--- src/rtl/midi_note_parser_pkg.sv ---
// ---------------------------------------------------------------------------
// midi_note_parser_pkg
//
// Shared types and constants for the MIDI front end:
//   note_en_t        - note event kind handed to the polyphony controller
//   MIDI_* constants - status nibbles and system status bytes
//   midi_state_t     - parser FSM states
//   status_decode_t  - result of classifying one status byte
// ---------------------------------------------------------------------------
package midi_note_parser_pkg;

  typedef enum logic {
    NOTE_OFF = 1'b0,
    NOTE_ON  = 1'b1
  } note_en_t;

  // Channel-voice status nibbles (upper four bits of the status byte)
  localparam logic [3:0] MIDI_NOTE_OFF  = 4'h8;
  localparam logic [3:0] MIDI_NOTE_ON   = 4'h9;
  localparam logic [3:0] MIDI_POLY_AT   = 4'hA;
  localparam logic [3:0] MIDI_CC        = 4'hB;
  localparam logic [3:0] MIDI_PROGRAM   = 4'hC;
  localparam logic [3:0] MIDI_CHAN_AT   = 4'hD;
  localparam logic [3:0] MIDI_PITCH     = 4'hE;
  localparam logic [3:0] MIDI_SYSTEM    = 4'hF;

  // System status bytes
  localparam logic [7:0] MIDI_SYSEX_START = 8'hF0;
  localparam logic [7:0] MIDI_MTC_QF      = 8'hF1;
  localparam logic [7:0] MIDI_SONG_POS    = 8'hF2;
  localparam logic [7:0] MIDI_SONG_SEL    = 8'hF3;
  localparam logic [7:0] MIDI_SYSEX_END   = 8'hF7;
  localparam logic [7:0] MIDI_RT_MIN      = 8'hF8;

  typedef enum logic [2:0] {
    WAIT_STATUS = 3'd0,
    NOTE_KEY    = 3'd1,
    NOTE_VEL    = 3'd2,
    SKIP2       = 3'd3,
    SKIP1       = 3'd4,
    SYSEX       = 3'd5
  } midi_state_t;

  typedef struct packed {
    midi_state_t next_state;  // state entered after this status byte
    logic        rs_valid;    // status may be reused as running status
    logic        is_note;     // Note On / Note Off (subject to channel filter)
  } status_decode_t;

endpackage

--- src/rtl/midi_note_parser.sv ---
// ---------------------------------------------------------------------------
// midi_note_parser
//
// Turns the raw UART MIDI byte stream into single-cycle note events.
// Note On / Note Off are decoded (with running status and channel filter);
// every other message is consumed without losing byte alignment.
//
// Ports:
//   clk          system clock
//   reset        synchronous, active-low reset
//   byte_valid   byte_in valid strobe from UART RX
//   byte_in      received MIDI byte
//   channel      channel to accept, sampled at each status byte
//   input_en     one-cycle pulse: note event valid
//   note_in_en   NOTE_ON / NOTE_OFF for the event (held)
//   note_in      key number (held)
//   velocity_in  velocity (held)
//   parse_error  one-cycle pulse on a protocol violation
// ---------------------------------------------------------------------------
module midi_note_parser
  import midi_note_parser_pkg::*;
#(
  parameter int OMNI      = 0,
  parameter int SYSEX_MAX = 1023
) (
  input  logic       clk,
  input  logic       reset,
  input  logic       byte_valid,
  input  logic [7:0] byte_in,
  input  logic [3:0] channel,
  output logic       input_en,
  output note_en_t   note_in_en,
  output logic [6:0] note_in,
  output logic [6:0] velocity_in,
  output logic       parse_error
);

  localparam int CNT_W = (SYSEX_MAX > 0) ? $clog2(SYSEX_MAX + 1) : 1;
  localparam logic [CNT_W-1:0] CNT_MAX = CNT_W'(SYSEX_MAX);

  // Classify a status byte (bit 7 set, not real-time).
  function automatic status_decode_t decode_status(input logic [7:0] b);
    status_decode_t d;
    d.next_state = WAIT_STATUS;
    d.rs_valid   = 1'b0;
    d.is_note    = 1'b0;
    case (b[7:4])
      MIDI_NOTE_OFF, MIDI_NOTE_ON: begin
        d.next_state = NOTE_KEY;
        d.rs_valid   = 1'b1;
        d.is_note    = 1'b1;
      end
      MIDI_POLY_AT, MIDI_CC, MIDI_PITCH: begin
        d.next_state = SKIP2;
        d.rs_valid   = 1'b1;
      end
      MIDI_PROGRAM, MIDI_CHAN_AT: begin
        d.next_state = SKIP1;
        d.rs_valid   = 1'b1;
      end
      MIDI_SYSTEM: begin
        // System messages never establish running status.
        case (b)
          MIDI_SYSEX_START:          d.next_state = SYSEX;
          MIDI_MTC_QF, MIDI_SONG_SEL: d.next_state = SKIP1;
          MIDI_SONG_POS:             d.next_state = SKIP2;
          default:                   d.next_state = WAIT_STATUS;
        endcase
      end
      default: d.next_state = WAIT_STATUS;
    endcase
    return d;
  endfunction

  midi_state_t      state_q, state_d;
  logic             rs_valid_q, rs_valid_d;
  logic             type_on_q, type_on_d;    // latched status was 0x9n
  logic [6:0]       key_q, key_d;
  logic             half_q, half_d;          // first SKIP2 data byte seen
  // A message is "open" once its status or a data byte has arrived and it
  // is not yet complete. A status byte landing while open is a violation;
  // one landing between complete running-status messages is legal.
  logic             open_q, open_d;
  logic [CNT_W-1:0] cnt_q, cnt_d;
  logic             input_en_q, input_en_d;
  note_en_t         note_en_q, note_en_d;
  logic [6:0]       note_q, note_d;
  logic [6:0]       vel_q, vel_d;
  logic             perr_q, perr_d;

  logic             is_status;
  logic             is_rt;
  logic             ch_ok;
  status_decode_t   dec;

  always_comb begin
    state_d    = state_q;
    rs_valid_d = rs_valid_q;
    type_on_d  = type_on_q;
    key_d      = key_q;
    half_d     = half_q;
    open_d     = open_q;
    cnt_d      = cnt_q;
    input_en_d = 1'b0;
    note_en_d  = note_en_q;
    note_d     = note_q;
    vel_d      = vel_q;
    perr_d     = 1'b0;

    is_status  = byte_in[7];
    is_rt      = (byte_in >= MIDI_RT_MIN);
    dec        = decode_status(byte_in);
    ch_ok      = (OMNI != 0) || (byte_in[3:0] == channel);

    if (byte_valid && !is_rt) begin
      if (is_status) begin
        if (open_q && (state_q != SYSEX) && (state_q != WAIT_STATUS)) begin
          perr_d = 1'b1;
        end
        state_d    = dec.next_state;
        rs_valid_d = dec.rs_valid;
        type_on_d  = byte_in[4];  // distinguishes 0x9n from 0x8n
        half_d     = 1'b0;
        cnt_d      = '0;
        open_d     = (dec.next_state == NOTE_KEY) ||
                     (dec.next_state == SKIP1)    ||
                     (dec.next_state == SKIP2);
        // Foreign-channel notes are consumed like any two-byte message.
        if (dec.is_note && !ch_ok) begin
          state_d = SKIP2;
        end
      end else begin
        case (state_q)
          WAIT_STATUS: perr_d = 1'b1;
          NOTE_KEY: begin
            key_d   = byte_in[6:0];
            open_d  = 1'b1;
            state_d = NOTE_VEL;
          end
          NOTE_VEL: begin
            input_en_d = 1'b1;
            note_d     = key_q;
            vel_d      = byte_in[6:0];
            note_en_d  = (type_on_q && (byte_in[6:0] != 7'd0)) ? NOTE_ON : NOTE_OFF;
            open_d     = 1'b0;
            state_d    = NOTE_KEY;
          end
          SKIP2: begin
            if (!half_q) begin
              half_d = 1'b1;
              open_d = 1'b1;
            end else begin
              half_d  = 1'b0;
              open_d  = 1'b0;
              state_d = rs_valid_q ? SKIP2 : WAIT_STATUS;
            end
          end
          SKIP1: begin
            open_d  = 1'b0;
            state_d = rs_valid_q ? SKIP1 : WAIT_STATUS;
          end
          SYSEX: begin
            if (cnt_q == CNT_MAX) begin
              perr_d  = 1'b1;
              cnt_d   = '0;
              state_d = WAIT_STATUS;
            end else begin
              cnt_d = cnt_q + CNT_W'(1);
            end
          end
          default: state_d = WAIT_STATUS;
        endcase
      end
    end
  end

  always_ff @(posedge clk) begin
    if (!reset) begin
      state_q    <= WAIT_STATUS;
      rs_valid_q <= 1'b0;
      type_on_q  <= 1'b0;
      key_q      <= 7'd0;
      half_q     <= 1'b0;
      open_q     <= 1'b0;
      cnt_q      <= '0;
      input_en_q <= 1'b0;
      note_en_q  <= NOTE_OFF;
      note_q     <= 7'd0;
      vel_q      <= 7'd0;
      perr_q     <= 1'b0;
    end else begin
      state_q    <= state_d;
      rs_valid_q <= rs_valid_d;
      type_on_q  <= type_on_d;
      key_q      <= key_d;
      half_q     <= half_d;
      open_q     <= open_d;
      cnt_q      <= cnt_d;
      input_en_q <= input_en_d;
      note_en_q  <= note_en_d;
      note_q     <= note_d;
      vel_q      <= vel_d;
      perr_q     <= perr_d;
    end
  end

  assign input_en    = input_en_q;
  assign note_in_en  = note_en_q;
  assign note_in     = note_q;
  assign velocity_in = vel_q;
  assign parse_error = perr_q;

endmodule

--- config.mk ---
export PLATFORM = sky130hd
export DESIGN_NAME = midi_note_parser
export DESIGN_NICKNAME = d
export VERILOG_FILES = /design/src/rtl/midi_note_parser_pkg.sv /design/src/rtl/midi_note_parser.sv
export SDC_FILE = /design/constraint.sdc
export NUM_CORES = 1
export LEC_CHECK = 0
export BUFFER_PORTS_ARGS = -buffer_cell sky130_fd_sc_hd__buf_2
export CORE_AREA = 2 2 67 69
export CTS_CLUSTER_DIAMETER = 100
export CTS_CLUSTER_SIZE = 28
export DETAILED_ROUTE_END_ITERATION = 8
export DIE_AREA = 0 0 69 71
export GPL_TIMING_DRIVEN = 0
export PLACE_DENSITY = 0.73
export REMOVE_ABC_BUFFERS = 1
export SLEW_MARGIN = 20
export SYNTH_ARGS = -nofsm -noshare
export SYNTH_HDL_FRONTEND = slang
export SYNTH_SLANG_ARGS = --single-unit
--- constraint.sdc ---
create_clock -name clk -period 1.6 [get_ports clk]
set_input_delay 0.32 -clock clk [delete_from_list [all_inputs] [get_ports clk]]
set_output_delay 0.32 -clock clk [all_outputs]
set_load 0.02 [all_outputs]
=== Word level (Yosys, flattened, before mapping) ===
Index checks and enable logic that the tools add are counted.

* Add/subtract/negate cells: 1
* Mux-type cells: 25
* Reductions and logical operators: 30
* Bitwise operators: 3
* Equal/unequal tests: 26
* Order comparisons: 1

{| class="wikitable"
|+ Operator list
! cell !! number
|-
| equality test 4 bit, second input constant || 8
|-
| equality test 8 bit, second input constant || 4
|-
| two-way mux 10 bit || 3
|-
| one-hot mux 3 bit (6 select lines) || 1
|-
| two-way mux 3 bit || 5
|-
| one-hot mux 3 bit (4 select lines) || 1
|-
| two-way mux 1 bit || 11
|-
| adder 10 x 1 -> 10 bit, second input constant || 1
|-
| equality test 10 bit, second input constant || 1
|-
| AND reduction 2 bit || 5
|-
| equality test 3 x 2 -> 1 bit, second input constant || 3
|-
| equality test 3 bit, second input constant || 3
|-
| inequality test 3 bit, second input constant || 3
|-
| one-hot mux 3 bit (3 select lines) || 1
|-
| greater-or-equal comparator 8 bit, second input constant || 1
|-
| OR reduction 2 bit || 4
|-
| nonzero test 7 bit || 1
|-
| OR reduction 7 bit || 1
|-
| equality test 3 x 1 -> 1 bit, second input constant || 2
|-
| AND reduction 3 bit || 2
|-
| OR reduction 3 bit || 2
|-
| logical AND 1 bit || 5
|-
| equality test 4 bit || 1
|-
| AND reduction 4 bit || 1
|-
| 11 further kinds || 16
|}

* Output and inout port bits: 17
* Input port bits: 15
* Flip-flop bits (word level): 41
* Word-level logic and storage cells: 98

=== Logic depth before layout (Yosys ltp) ===
* Depth after elaboration: 8
* Mapped depth: 8
* Gate-level depth less buffers: 6

=== Worst setup path after synthesis ===
No wires, ideal clock.

* Path type: reg2reg
* From: register cnt_q[0]
* To: register state_q[0]
* Setup time: 0.067 ns
* Clock period less this slack: 1.558 ns
* Arrival time: 1.491 ns
* Buffers on the path: 0
* Cell stages (with the launch flop): 7
* Required time: 1.533 ns
* Slack: 0.042 ns
* Cell sequence: dfxtp_1 ha_1 nand4_2 o31ai_4 o311ai_4 a311o_1 a21oi_2

* Cells in the longest elaborated chain, start to end: 3

{| class="wikitable"
|+ Ends and longest elaborated chain
! element !! RTL line !! text
|-
| from (decl) || midi_note_parser.sv:84 || <nowiki>logic [CNT_W-1:0] cnt_q, cnt_d;</nowiki>
|-
| from (signal assigned) || midi_note_parser.sv:198 || <nowiki>cnt_q <= cnt_d;</nowiki>
|-
| equality test 10 bit || midi_note_parser.sv:163 || <nowiki>if (cnt_q == CNT_MAX) begin</nowiki>
|-
| inequality test 3 bit (no line) || n/a ||
|-
| AND reduction 4 bit (no line) || n/a ||
|-
| to (signal assigned) || midi_note_parser.sv:192 || <nowiki>state_q <= state_d;</nowiki>
|-
| to (decl) || midi_note_parser.sv:75 || <nowiki>midi_state_t state_q, state_d;</nowiki>
|}

No other way between the ends.
A chain may end at the register's enable or synchronous reset.

=== Worst setup path after layout ===
* From: register cnt_q[1]
* To: register state_q[0]

Same word-level chain as after synthesis.

==> results.txt <==
----------------------------------------------------
[Status]
  Run status ... completed

[Pwr]
  Power consumption ... between 2 and 2.5 mW
  Power density over cell area ... ~850 mW/mm^2
  Peak supply drop ... between 0.5 and 0.6 mV
  Static leakage ... approximately 1.0 nW

[Worst hold path]
  Hold path start ... reset
  Number of cells traversed by the worst hold path ... 3
  Class of the tightest hold or removal check ... input port to register

[Layout]
  Final std cell area, no fill ... 0.00238 mm^2
  Final core utilization ... between 50% and 60%
  N_diodes ... 0
  Fill cell count ... around 400
  Share of final-layout standard cells stronger than drive strength 1 ... approximately 28%
  Area Growth Syn to Fin ... 17.6%
  Final #Nets ... around 280

[CTS]
  Clk Latency, worst-skew pair ... 0.30 ns
  TritonCTS clock tree ... built
  Clk sinks ... 41
  CTS root buffer ... sky130_fd_sc_hd__clkbuf_8
  Number of buffers created by CTS ... 5
  Worst-case clock buffer depth ... 2
  CTS Hold Bufs ... 0
  Clock H-tree levels ... 2
  Worst-path clk slew ... ~0.08 ns

[Placement]
  Instance area at placement ... around 0.0022 mm^2
  Port-buffer cells ... 31
  Half-perimeter wire length after placement ... 2730 um
  Post-Place Worst Slack ... -0.640 ns
  Gpl congestion ... 0.843

[Floorplanning]
  Width of the die ... 69 um
  Number of ports placed on the die boundary ... 32
  Standard-cell row count ... 24
  Total Die Area ... 0.00490 mm^2
  Chip height ... roughly 71 um
  Starting utilization of the core area ... roughly half
  Placeable core region ... ~0.0042 mm^2

[Logic synthesis]
  Synthesized area ... approximately 0.002 mm^2
  Gate count of the mapped netlist ... 230
  Post-synthesis share of cell area spent on and, or, nand and nor gates ... a little over a fifth
  Yosys reg bits ... 41
  Synthesized-area fraction occupied by xor and xnor cells ... around 5.2%
  Ys async rst share ... 0%
  Post-synth top flop ... sky130_fd_sc_hd__dfxtp_1
  Post-Synthesis Mean Instance Area ... slightly below 9 um^2
  Number of enable flip-flop cells after synthesis ... 0
  Register area share after synthesis ... just over 40%
  Dominant combinational cell family by area after synthesis ... simple AND/OR/NAND/NOR gates
  Count of yosys warnings during synthesis ... 0
  Count of distinct cell types in the synthesized netlist ... 48
  Synthesized-area fraction occupied by ao, oa, aoi and oai cells ... between 10% and 20%
  Multiplexer area fraction after synthesis ... under 10%
  Post-synthesis share of cell area spent on full adders, half adders and majority gates ... 0.617%

[Drt]
  Vias per inst ... between 5 and 6
  Total via count in the routed design ... roughly 1700
  Iteration-0 DRC Markers ... 95
  Antenna Nets Post-Route ... 0
  Total DRC errors in the routed layout ... 0
  Average detailed-routed wire length per instance ... about 14 um
  First-pass iteration count of the detailed router ... 4
  Routed Wire Length ... 4230 um

[Timing]
  Period minus WS final ... roughly 1.6 ns
  Count of pins over their slew limit ... 0
  FMAX ... ~0.63 GHz
  Setup repair after global routing missed its margin ... true
  Actual slew at the worst max-slew pin ... about 1.0 ns
  Final setup fails ... 0
  Relative slew slack ... roughly a third
  Final number of hold-violating endpoints ... 0
  Period Utilization, post-route ... around 100%
  Setup slack after layout ... around 0.0042 ns
  Clock skew ... 0.00629 ns
  Worst hold margin ... ~0.29 ns

[Global route]
  Number of global-route vias before repair ... approximately 1500
  Global router's overall resource usage ... roughly 17%
  Antenna violations before repair ... 0
  Pin count of the biggest net entering global routing ... 33
  Overflow after GRT ... 0
  Global-route wire length before repair ... around 6900 um

[Worst setup path]
  Critical path class ... register to register
  Data arrival time of the critical path ... 1.81 ns
  Kind of end point of the critical path ... register
  Biggest fanout along the worst timing path ... 6
  Launch point of the worst reg-to-reg path ... cnt_q[1]$_SDFFE_PN0P_
  Critical Path Source Type ... register
  Worst setup path startpoint ... cnt_q[1]$_SDFFE_PN0P_
  Worst-case reg-to-reg path depth ... 6
  Critical path required time ... between 1.5 and 2 ns

[Flow run]
  Max-cap violations ... 0

----------------------------------------------------
[Yosys cell counts (2+ instances only)]
cell type                   n  area share, %
sky130_fd_sc_hd__clkbuf_1   2           0.37
sky130_fd_sc_hd__nor2b_1    2           0.62
sky130_fd_sc_hd__nor3_1     9            2.2
sky130_fd_sc_hd__xnor2_1    5            2.2
sky130_fd_sc_hd__a21oi_1   17            4.2
sky130_fd_sc_hd__nand2_1   11            2.0
sky130_fd_sc_hd__buf_6      3            1.7
sky130_fd_sc_hd__o21ai_0   11            2.7
sky130_fd_sc_hd__nand4_2    2            1.2
sky130_fd_sc_hd__mux2i_1   18            8.9
sky130_fd_sc_hd__a22oi_1    2           0.74
sky130_fd_sc_hd__nand3_1    5            1.2
sky130_fd_sc_hd__xor2_1     7            3.0
sky130_fd_sc_hd__nor2_1    42            7.8
sky130_fd_sc_hd__nor4_1     3           0.93
sky130_fd_sc_hd__inv_1     10            1.9
sky130_fd_sc_hd__o22ai_1    2           0.62
sky130_fd_sc_hd__buf_4      5            1.9
sky130_fd_sc_hd__dfxtp_1   41             40
sky130_fd_sc_hd__a31oi_1    2           0.62
sky130_fd_sc_hd__nand4_1    4            1.2
[worst max-delay path, stage by stage, from the launching register on]
cell                       delay [ns]
sky130_fd_sc_hd__dfxtp_4         0.37
sky130_fd_sc_hd__ha_4            0.16
sky130_fd_sc_hd__nand4_4         0.15
sky130_fd_sc_hd__o31ai_4         0.24
sky130_fd_sc_hd__o311ai_4        0.18
sky130_fd_sc_hd__a311o_1         0.31
sky130_fd_sc_hd__a21oi_2         0.11
[power breakdown]
| group | switching [mW] | total, mW | internal, mW |
|---|---|---|---|
| combinational | 0.148 | 0.246 | 0.0980 |
| clock | 0.371 | 0.721 | 0.350 |
| sequential | 0.0249 | 1.06 | 1.04 |
| total | 0.544 | 2.03 | 1.49 |
[cell usage in the layout, fill, tap and decap left out, types with 2 or more instances in the layout]
cell type and count:
sky130_fd_sc_hd__clkbuf_8 6, sky130_fd_sc_hd__nor2_1 42, sky130_fd_sc_hd__xor2_1 7, sky130_fd_sc_hd__nor4_1 3
sky130_fd_sc_hd__buf_2 30, sky130_fd_sc_hd__nand3_1 5, sky130_fd_sc_hd__mux2i_1 18, sky130_fd_sc_hd__nor3_2 3
sky130_fd_sc_hd__nand2_1 11, sky130_fd_sc_hd__a21oi_1 17, sky130_fd_sc_hd__xnor2_1 5, sky130_fd_sc_hd__a22oi_1 2
sky130_fd_sc_hd__dfxtp_2 2, sky130_fd_sc_hd__a31oi_1 2, sky130_fd_sc_hd__inv_1 10, sky130_fd_sc_hd__o21ai_0 10
sky130_fd_sc_hd__buf_4 4, sky130_fd_sc_hd__dfxtp_4 5, sky130_fd_sc_hd__nand4_1 4, sky130_fd_sc_hd__dfxtp_1 34
sky130_fd_sc_hd__nand4_4 3, sky130_fd_sc_hd__nor3_1 6, sky130_fd_sc_hd__o22ai_1 2
[per-layer routing]
| metal | vias up | track usage [%] | share of wire, % |
|---|---|---|---|
| met2 | 22 | 26.9 | 49 |
| met4 | 0 | 4.58 | 1.1 |
| met1 | 811 | 24.2 | 47 |
| met3 | 4 | 4.13 | 3.0 |
| met5 | - | 0 | 0 |
| li1 | 867 | - | - |
[through the flow]
step	cells	setup TNS [ns]
detailed placement	301	-13.41
global route	313	-0.119
floorplan	218	-1.64
global placement	301	-13.04
finish	313	0
CTS	312	0
[flip-flops by register name, summed over array words and instances (netlist names)]
name / flops
cnt_q: 10
rs_valid_q: 1
velocity_in: 7
state_q: 3
half_q: 1
input_en: 1
parse_error: 1
note_in: 7
key_q: 7
note_in_en: 1
open_q: 1
type_on_q: 1
[cell type report]
class / instances / area [um^2] / area share, %
Clock buffer: 6 / 82.6 / 3.46
Clock inverter: 2 / 13.8 / 0.577
Inverter: 11 / 41.3 / 1.73
Multi-Input combinational cell: 166 / 1150 / 48.3
Sequential cell: 41 / 842 / 35.3
Tap cell: 52 / 65.1 / 2.73
Timing Repair Buffer: 35 / 188 / 7.87
[cells by family (layout without fill, tap and decap cells)]
| kind of cell | after synthesis | count (layout) |
|---|---|---|
| adders and majority gates | 1 | 1 |
| DFF | 41 | 41 |
| and+or+nand+nor | 88 | 88 |
| muxes | 18 | 18 |
| AOI/OAI and AO/OA | 47 | 47 |
| buffers and inverters | 23 | 54 |
| xor gates and xnor gates | 12 | 12 |
[what timing repair did]
action                     4_1_cts  5_1_grt
buffers inserted                 3        1
pin swaps                        3        1
gates cloned                     0        0
gates resized for setup          9       20
setup endpoints to repair       37       22
[worst paths after layout]
path                                                     to  slack [ns]
worst max-delay path                state_q[0]$_SDFFE_PN0P_       0.004
worst min-delay path                  cnt_q[8]$_SDFFE_PN0P_        0.29
worst max register to register      state_q[0]$_SDFFE_PN0P_       0.004
worst min register to register  velocity_in[3]$_SDFFE_PN0P_        0.49
Power figures use the tool's default switching activity.
